<file path="src/rtl/xmul_row_seq_pkg.sv">
// Shared definitions for the extended-multiplier row sequencer: function codes,
// response tag kinds and the sequencer state encoding.
package xmul_row_seq_pkg;

    localparam int XLEN  = 64;
    localparam int TAG_W = 5;
    localparam int FN_W  = 6;

    // These codes must match the multiplier's decoder.
    localparam logic [FN_W-1:0] FN_MADDL = 6'd50;
    localparam logic [FN_W-1:0] FN_MADDH = 6'd51;
    localparam logic [FN_W-1:0] FN_CADD  = 6'd52;

    localparam logic [1:0] KIND_L = 2'b01;
    localparam logic [1:0] KIND_H = 2'b10;
    localparam logic [1:0] KIND_C = 2'b11;

    typedef enum logic [2:0] {
        S_IDLE,
        S_MUL_L,
        S_MUL_H,
        S_WAIT_L,
        S_ADD_C,
        S_WAIT_C,
        S_CAPT,
        S_FIN
    } state_t;

    function automatic logic [TAG_W-1:0] mkTag(input logic [1:0] kind, input logic [2:0] idx);
        return {kind, idx};
    endfunction

endpackage

</file>
<file path="src/rtl/xmul_row_seq_if.sv">
// Request/response bundle between the row sequencer (master) and the
// fixed-latency extended multiplier (slave).
interface xmul_row_seq_if;
    import xmul_row_seq_pkg::*;

    logic             req_valid;
    logic             req_bits_dw;
    logic [FN_W-1:0]  req_bits_fn;
    logic [TAG_W-1:0] req_bits_tag;
    logic [XLEN-1:0]  req_bits_in1;
    logic [XLEN-1:0]  req_bits_in2;
    logic [XLEN-1:0]  req_in3;
    logic [XLEN-1:0]  resp_data;
    logic [TAG_W-1:0] resp_tag;

    modport master (
        output req_valid, req_bits_dw, req_bits_fn, req_bits_tag,
               req_bits_in1, req_bits_in2, req_in3,
        input  resp_data, resp_tag
    );

    modport slave (
        input  req_valid, req_bits_dw, req_bits_fn, req_bits_tag,
               req_bits_in1, req_bits_in2, req_in3,
        output resp_data, resp_tag
    );

endinterface

</file>
<file path="src/rtl/xmul_row_seq.sv">
// Row sequencer: R[0..NLIMBS] = a * B + C using MADDL/MADDH/CADD requests to a
// multiplier whose response arrives exactly two cycles after each request.
module xmul_row_seq
    import xmul_row_seq_pkg::*;
#(
    parameter int NLIMBS = 8
)
(
    input  logic        clock,
    input  logic        reset,
    input  logic        i_start,
    input  logic [63:0] i_a,
    output logic        o_busy,
    output logic        o_done,
    output logic        o_err,
    output logic [2:0]  o_op_idx,
    input  logic [63:0] i_b_limb,
    input  logic [63:0] i_c_limb,
    output logic        o_wr_en,
    output logic [3:0]  o_wr_idx,
    output logic [63:0] o_wr_data,
    xmul_row_seq_if.master mul
);

    localparam logic [2:0] LAST_IDX = 3'(NLIMBS - 1);
    localparam logic [3:0] FIN_IDX  = 4'(NLIMBS);

    state_t      r_state;
    state_t      w_next;
    logic [63:0] r_a;
    logic [63:0] r_b;
    logic [63:0] r_c;
    logic [63:0] r_lo;
    logic [63:0] r_carry;
    logic [2:0]  r_idx;
    logic        r_err;
    logic [63:0] w_sum;
    logic [1:0]  w_expKind;
    logic        w_checkTag;
    logic        w_tagBad;

    assign w_sum    = r_lo + r_carry;
    assign o_err    = r_err;
    assign o_op_idx = r_idx;

    always_ff @(posedge clock or posedge reset) begin
        if (reset) begin
            r_state <= S_IDLE;
        end else begin
            r_state <= w_next;
        end
    end

    always_comb begin
        w_next           = r_state;
        o_busy           = 1'b1;
        o_done           = 1'b0;
        o_wr_en          = 1'b0;
        o_wr_idx         = '0;
        o_wr_data        = '0;
        mul.req_valid    = 1'b0;
        mul.req_bits_dw  = 1'b0;
        mul.req_bits_fn  = '0;
        mul.req_bits_tag = '0;
        mul.req_bits_in1 = '0;
        mul.req_bits_in2 = '0;
        mul.req_in3      = '0;
        w_expKind        = KIND_L;
        w_checkTag       = 1'b0;
        case (r_state)
            S_IDLE: begin
                o_busy = 1'b0;
                if (i_start) w_next = S_MUL_L;
            end
            S_MUL_L: begin
                mul.req_valid    = 1'b1;
                mul.req_bits_dw  = 1'b1;
                mul.req_bits_fn  = FN_MADDL;
                mul.req_bits_tag = mkTag(KIND_L, r_idx);
                mul.req_bits_in1 = r_a;
                mul.req_bits_in2 = i_b_limb;
                mul.req_in3      = i_c_limb;
                w_next           = S_MUL_H;
            end
            S_MUL_H: begin
                mul.req_valid    = 1'b1;
                mul.req_bits_dw  = 1'b1;
                mul.req_bits_fn  = FN_MADDH;
                mul.req_bits_tag = mkTag(KIND_H, r_idx);
                mul.req_bits_in1 = r_a;
                mul.req_bits_in2 = r_b;
                mul.req_in3      = r_c;
                w_next           = S_WAIT_L;
            end
            S_WAIT_L: begin
                w_expKind  = KIND_L;
                w_checkTag = 1'b1;
                w_next     = S_ADD_C;
            end
            S_ADD_C: begin
                // CADD folds the carry-out of lo+carry into hi, giving the next carry.
                w_expKind        = KIND_H;
                w_checkTag       = 1'b1;
                o_wr_en          = 1'b1;
                o_wr_idx         = {1'b0, r_idx};
                o_wr_data        = w_sum;
                mul.req_valid    = 1'b1;
                mul.req_bits_dw  = 1'b1;
                mul.req_bits_fn  = FN_CADD;
                mul.req_bits_tag = mkTag(KIND_C, r_idx);
                mul.req_bits_in1 = r_lo;
                mul.req_bits_in2 = r_carry;
                mul.req_in3      = mul.resp_data;
                w_next           = S_WAIT_C;
            end
            S_WAIT_C: begin
                w_next = S_CAPT;
            end
            S_CAPT: begin
                w_expKind  = KIND_C;
                w_checkTag = 1'b1;
                w_next     = (r_idx == LAST_IDX) ? S_FIN : S_MUL_L;
            end
            S_FIN: begin
                o_done    = 1'b1;
                o_wr_en   = 1'b1;
                o_wr_idx  = FIN_IDX;
                o_wr_data = r_carry;
                w_next    = S_IDLE;
            end
            default: begin
                o_busy = 1'b0;
                w_next = S_IDLE;
            end
        endcase
    end

    assign w_tagBad = w_checkTag && (mul.resp_tag != mkTag(w_expKind, r_idx));

    // A bad tag only flags the error; the received data is consumed regardless.
    always_ff @(posedge clock or posedge reset) begin
        if (reset) begin
            r_a     <= '0;
            r_b     <= '0;
            r_c     <= '0;
            r_lo    <= '0;
            r_carry <= '0;
            r_idx   <= '0;
            r_err   <= 1'b0;
        end else begin
            if (w_tagBad) r_err <= 1'b1;
            case (r_state)
                S_IDLE: begin
                    if (i_start) begin
                        r_a     <= i_a;
                        r_err   <= 1'b0;
                        r_idx   <= '0;
                        r_carry <= '0;
                    end
                end
                S_MUL_L: begin
                    r_b <= i_b_limb;
                    r_c <= i_c_limb;
                end
                S_WAIT_L: begin
                    r_lo <= mul.resp_data;
                end
                S_CAPT: begin
                    r_carry <= mul.resp_data;
                    if (r_idx != LAST_IDX) r_idx <= r_idx + 3'd1;
                end
                default: begin
                end
            endcase
        end
    end

endmodule

</file>
<file path="src/flat_wrapper.sv">
// flat-port wrapper written by rule: the top's interface ports become plain ports
module xmul_row_seq_flat import xmul_row_seq_pkg::*;
#(
    parameter int NLIMBS = 8
)
  (clock, reset, i_start, i_a, o_busy, o_done, o_err, o_op_idx, i_b_limb, i_c_limb, o_wr_en, o_wr_idx, o_wr_data, mul_req_valid, mul_req_bits_dw, mul_req_bits_fn, mul_req_bits_tag, mul_req_bits_in1, mul_req_bits_in2, mul_req_in3, mul_resp_data, mul_resp_tag);
  xmul_row_seq_if mul_i ();
  input  logic clock;
  input  logic reset;
  input  logic i_start;
  input  logic [63:0] i_a;
  output logic o_busy;
  output logic o_done;
  output logic o_err;
  output logic [2:0] o_op_idx;
  input  logic [63:0] i_b_limb;
  input  logic [63:0] i_c_limb;
  output logic o_wr_en;
  output logic [3:0] o_wr_idx;
  output logic [63:0] o_wr_data;
  output wire logic [$bits(mul_i.req_valid)-1:0] mul_req_valid;
  output wire logic [$bits(mul_i.req_bits_dw)-1:0] mul_req_bits_dw;
  output wire logic [$bits(mul_i.req_bits_fn)-1:0] mul_req_bits_fn;
  output wire logic [$bits(mul_i.req_bits_tag)-1:0] mul_req_bits_tag;
  output wire logic [$bits(mul_i.req_bits_in1)-1:0] mul_req_bits_in1;
  output wire logic [$bits(mul_i.req_bits_in2)-1:0] mul_req_bits_in2;
  output wire logic [$bits(mul_i.req_in3)-1:0] mul_req_in3;
  input wire logic [$bits(mul_i.resp_data)-1:0] mul_resp_data;
  input wire logic [$bits(mul_i.resp_tag)-1:0] mul_resp_tag;
  assign mul_req_valid = mul_i.req_valid;
  assign mul_req_bits_dw = mul_i.req_bits_dw;
  assign mul_req_bits_fn = mul_i.req_bits_fn;
  assign mul_req_bits_tag = mul_i.req_bits_tag;
  assign mul_req_bits_in1 = mul_i.req_bits_in1;
  assign mul_req_bits_in2 = mul_i.req_bits_in2;
  assign mul_req_in3 = mul_i.req_in3;
  assign mul_i.resp_data = mul_resp_data;
  assign mul_i.resp_tag = mul_resp_tag;
  xmul_row_seq #(.NLIMBS(NLIMBS)) u_core (.clock(clock), .reset(reset), .i_start(i_start), .i_a(i_a), .o_busy(o_busy), .o_done(o_done), .o_err(o_err), .o_op_idx(o_op_idx), .i_b_limb(i_b_limb), .i_c_limb(i_c_limb), .o_wr_en(o_wr_en), .o_wr_idx(o_wr_idx), .o_wr_data(o_wr_data), .mul(mul_i));
endmodule
</file>
<file path="config.mk">
export PLATFORM = sky130hd
export DESIGN_NAME = xmul_row_seq_flat
export DESIGN_NICKNAME = d
export VERILOG_FILES = /design/src/rtl/xmul_row_seq_pkg.sv /design/src/rtl/xmul_row_seq_if.sv /design/src/rtl/xmul_row_seq.sv /design/src/flat_wrapper.sv
export SDC_FILE = /design/constraint.sdc
export NUM_CORES = 1
export LEC_CHECK = 0
export BUFFER_PORTS_ARGS = -buffer_cell sky130_fd_sc_hd__buf_2
export CORE_MARGIN = 5
export CORE_UTILIZATION = 35
export CTS_CLUSTER_SIZE = 12
export DETAILED_ROUTE_END_ITERATION = 8
export PLACE_DENSITY = 0.63
export SLEW_MARGIN = 5
export SYNTH_ARGS = -nofsm -noshare
export SYNTH_HDL_FRONTEND = slang
export SYNTH_SLANG_ARGS = --single-unit
export TNS_END_PERCENT = 20
</file>
<file path="constraint.sdc">
create_clock -name clock -period 12.7 [get_ports clock]
set_clock_uncertainty 0.05 [all_clocks]
set_input_delay 0.635 -clock clock [delete_from_list [all_inputs] [get_ports clock]]
set_output_delay 0.635 -clock clock [all_outputs]
set_load 0.02 [all_outputs]
</file>
==> results.json <==
{
  "grt_antenna_before_repair": 4,
  "synth_nets": 2560,
  "async_reset_ff_frac": 1.00,
  "min_period_ns": 5.35,
  "synthFlopType": "dfrtp_1",
  "path_max_fanout": 66,
  "power_leakage_nw": 11.8,
  "r2r_end": "u_core.o_op_idx[0]",
  "hp-class": "in2async",
  "cts_resized": 0,
  "synth_xor_area_frac": 0.0282,
  "yosysSeqAreaShare": 0.424,
  "slew_violations": 0,
  "endpoint_kind": "output pin",
  "die-area_um2": 59900,
  "grt_max_degree": 113,
  "yosys.area_share.simple": 0.159,
  "synth_compound_area_frac": 0.228,
  "worstMarginPinSlew_ns": 1.16,
  "crit_type": "reg2out",
  "final_util": 0.431,
  "fin_cells": 3387,
  "dr_wl_met3_mm": 4.66,
  "diodes": 0,
  "r2r_cells": 7,
  "core-area_um2": 54900,
  "cts.sinks": 327,
  "io_pins": 544,
  "die_w_um": 245,
  "dp.cells": 3316,
  "start_util": 0.351,
  "rows": 86,
  "hold_viol": 0,
  "gp_congestion": 0.863,
  "ant_nets": 0,
  "cts_hold_buf": 0,
  "nets": 2983,
  "layout_common_cells": "nand2_1 (622), buf_2 (542), dfrtp_1 (326), o21ai_0 (283), mux2_2 (129)",
  "clock_path_buffers": 3,
  "cts_htree_levels": 2,
  "cap_violations": 0,
  "synth_edf_count": 0,
  "grt_pass1_vias": 19300,
  "root_buffer": "clkbuf_16",
  "whs_ns": 0.138,
  "routedWlPerCell_um": 21.1,
  "routed-via-count": 18800,
  "setup_viol": 0,
  "critPathLaunchType": "flop",
  "avgSynthCellArea_um2": 8.65,
  "cts_made_buffers": 39,
  "rrSetupSlack_ns": 8.45,
  "tritoncts": "done",
  "gr-total-overflow": 0,
  "dpl_cell_area_um2": 22400,
  "synthCells": 2230,
  "grt_use_total": 0.227,
  "first_iter_violations": 1251,
  "powerDensity_nw_per_um2": 110,
  "ir_drop_mv": 0.0895,
  "slew_headroom": 0.224,
  "period_share": 0.421,
  "synth_top_family_by_area": "compound AO/OA/AOI/OAI gates",
  "highest_layer": "met5",
  "drt_pass1_iterations": 6,
  "hpwlAfterDp_mm": 50.6,
  "met2_length_mm": 34.9,
  "postCtsSetupRepairBufs": 0,
  "cts.clk_slew.worst_paths_ns": 0.06,
  "synth_fa_ha_area_frac": 0.0432,
  "critical_path.startpoint": "u_core.r_state[2]",
  "portBuffers": 542,
  "routed_wl_mm": 71.4,
  "synth_cell_types": 69,
  "synth-seq-cells": 327,
  "required_ns": 12.02,
  "yosysWarnings": 0,
  "drive_gt1_frac": 0.291,
  "grt_pass1_wl_mm": 110,
  "tns_ns": 0,
  "wl_met1_mm": 29.9,
  "synth_area_um2": 19300,
  "syn2layout_area_growth_pct": 22.7,
  "fmax_ghz": 0.187,
  "final_area_um2": 23700,
  "synth_mux_area_frac": 0.0758,
  "insertion_delay_ns": 0.56,
  "die_y_um": 245,
  "status": "completed",
  "post-route-drc-count": 0,
  "rsz0062_at_grt": "false",
  "final_common_cell": "nand2_1",
  "crit_arrival_ns": 4.67,
  "viasPerCell": 5.54,
  "r2r_start": "u_core.r_state[0]"
}
-- kinds of logic after synthesis --
group,count (synthesis)
mux,130
buf+inv,204
flops,327
fa+ha+maj,66
simple gates,759
other cells,1
xor+xnor,62
compound gates,681
-- stage by stage --
stage / power (mW) / setup slack [ns]
4_1_cts: 2.64 / 7.32
3_5_place_dp: 1.50 / 7.95
3_3_place_gp: 1.49 / 8.06
2_1_floorplan: 1.37 / 2.96
5_1_grt: 2.72 / 7.06
6_report: 2.61 / 7.35
-- synthesized netlist by cell type, types with 6 or more instances --
library cell,n,area (um2)
a21o_1,42,315
a21oi_1,73,365
a22o_1,70,613
a22oi_1,128,961
and2_1,9,56.3
and3_1,8,50.1
buf_1,10,37.5
clkbuf_1,158,593
dfrtp_1,327,8180
ha_1,65,813
inv_1,28,105
mux2_2,129,1450
nand2_1,626,2350
nand3_1,9,45.0
nand4_1,30,188
nor2_1,40,150
nor2b_1,7,43.8
nor3_1,10,50.1
o21a_1,6,45.0
o21ai_0,283,1420
o21ai_1,7,35.0
o21bai_1,19,143
xnor2_1,39,342
xor2_1,23,201
-- flip-flops by register name, indices dropped and copies added (netlist names) --
register,cells
u_core.r_carry,64
u_core.r_state,3
u_core.r_a,64
u_core.o_op_idx,3
u_core.r_b,64
u_core.r_c,64
u_core.r_lo,64
u_core.o_err,1
-- worst max-delay path, cell delays in order (launching register included) --
cell and delay (ns):
dfrtp_1 0.67, nor2b_4 0.24, buf_4 0.69, nand2b_4 0.43, clkinv_2 0.59, buf_4 0.61
o21ai_0 0.19, nor3_1 0.18, a221oi_1 0.07, nand2_1 0.14, buf_2 0.18
-- metal layers --
layer,up-vias,GRT usage
met4,6,0.0680
met5,-,0
met3,126,0.0429
met1,9224,0.289
li1,8686,-
met2,711,0.395
-- worst max-delay path by stage --
stage | to | slack [ns] | cells after the start
after floorplan | u_core.o_err | 2.96 | 1
after global placement | o_wr_data[58] | 8.06 | 13
after detailed placement | o_wr_data[57] | 7.95 | 10
after CTS | o_wr_data[57] | 7.32 | 10
after global routing | o_wr_data[57] | 7.06 | 10
final | o_wr_data[57] | 7.35 | 10
-- report_power, final --
part           internal, mW  switching (mW)  total, mW
logic                 0.149           0.201      0.350
registers              1.10          0.0438       1.14
clock network         0.660           0.462       1.12
-- final cells by class --
class	instances	area, um2
fillers	5416	31200
clock inverters	17	178
flip-flops and latches	327	8190
multi-input cells	1699	10400
well taps	704	881
repair buffers	558	2830
clock buffers	54	1080
inverters	28	114
Power figures use the tool's default switching activity.
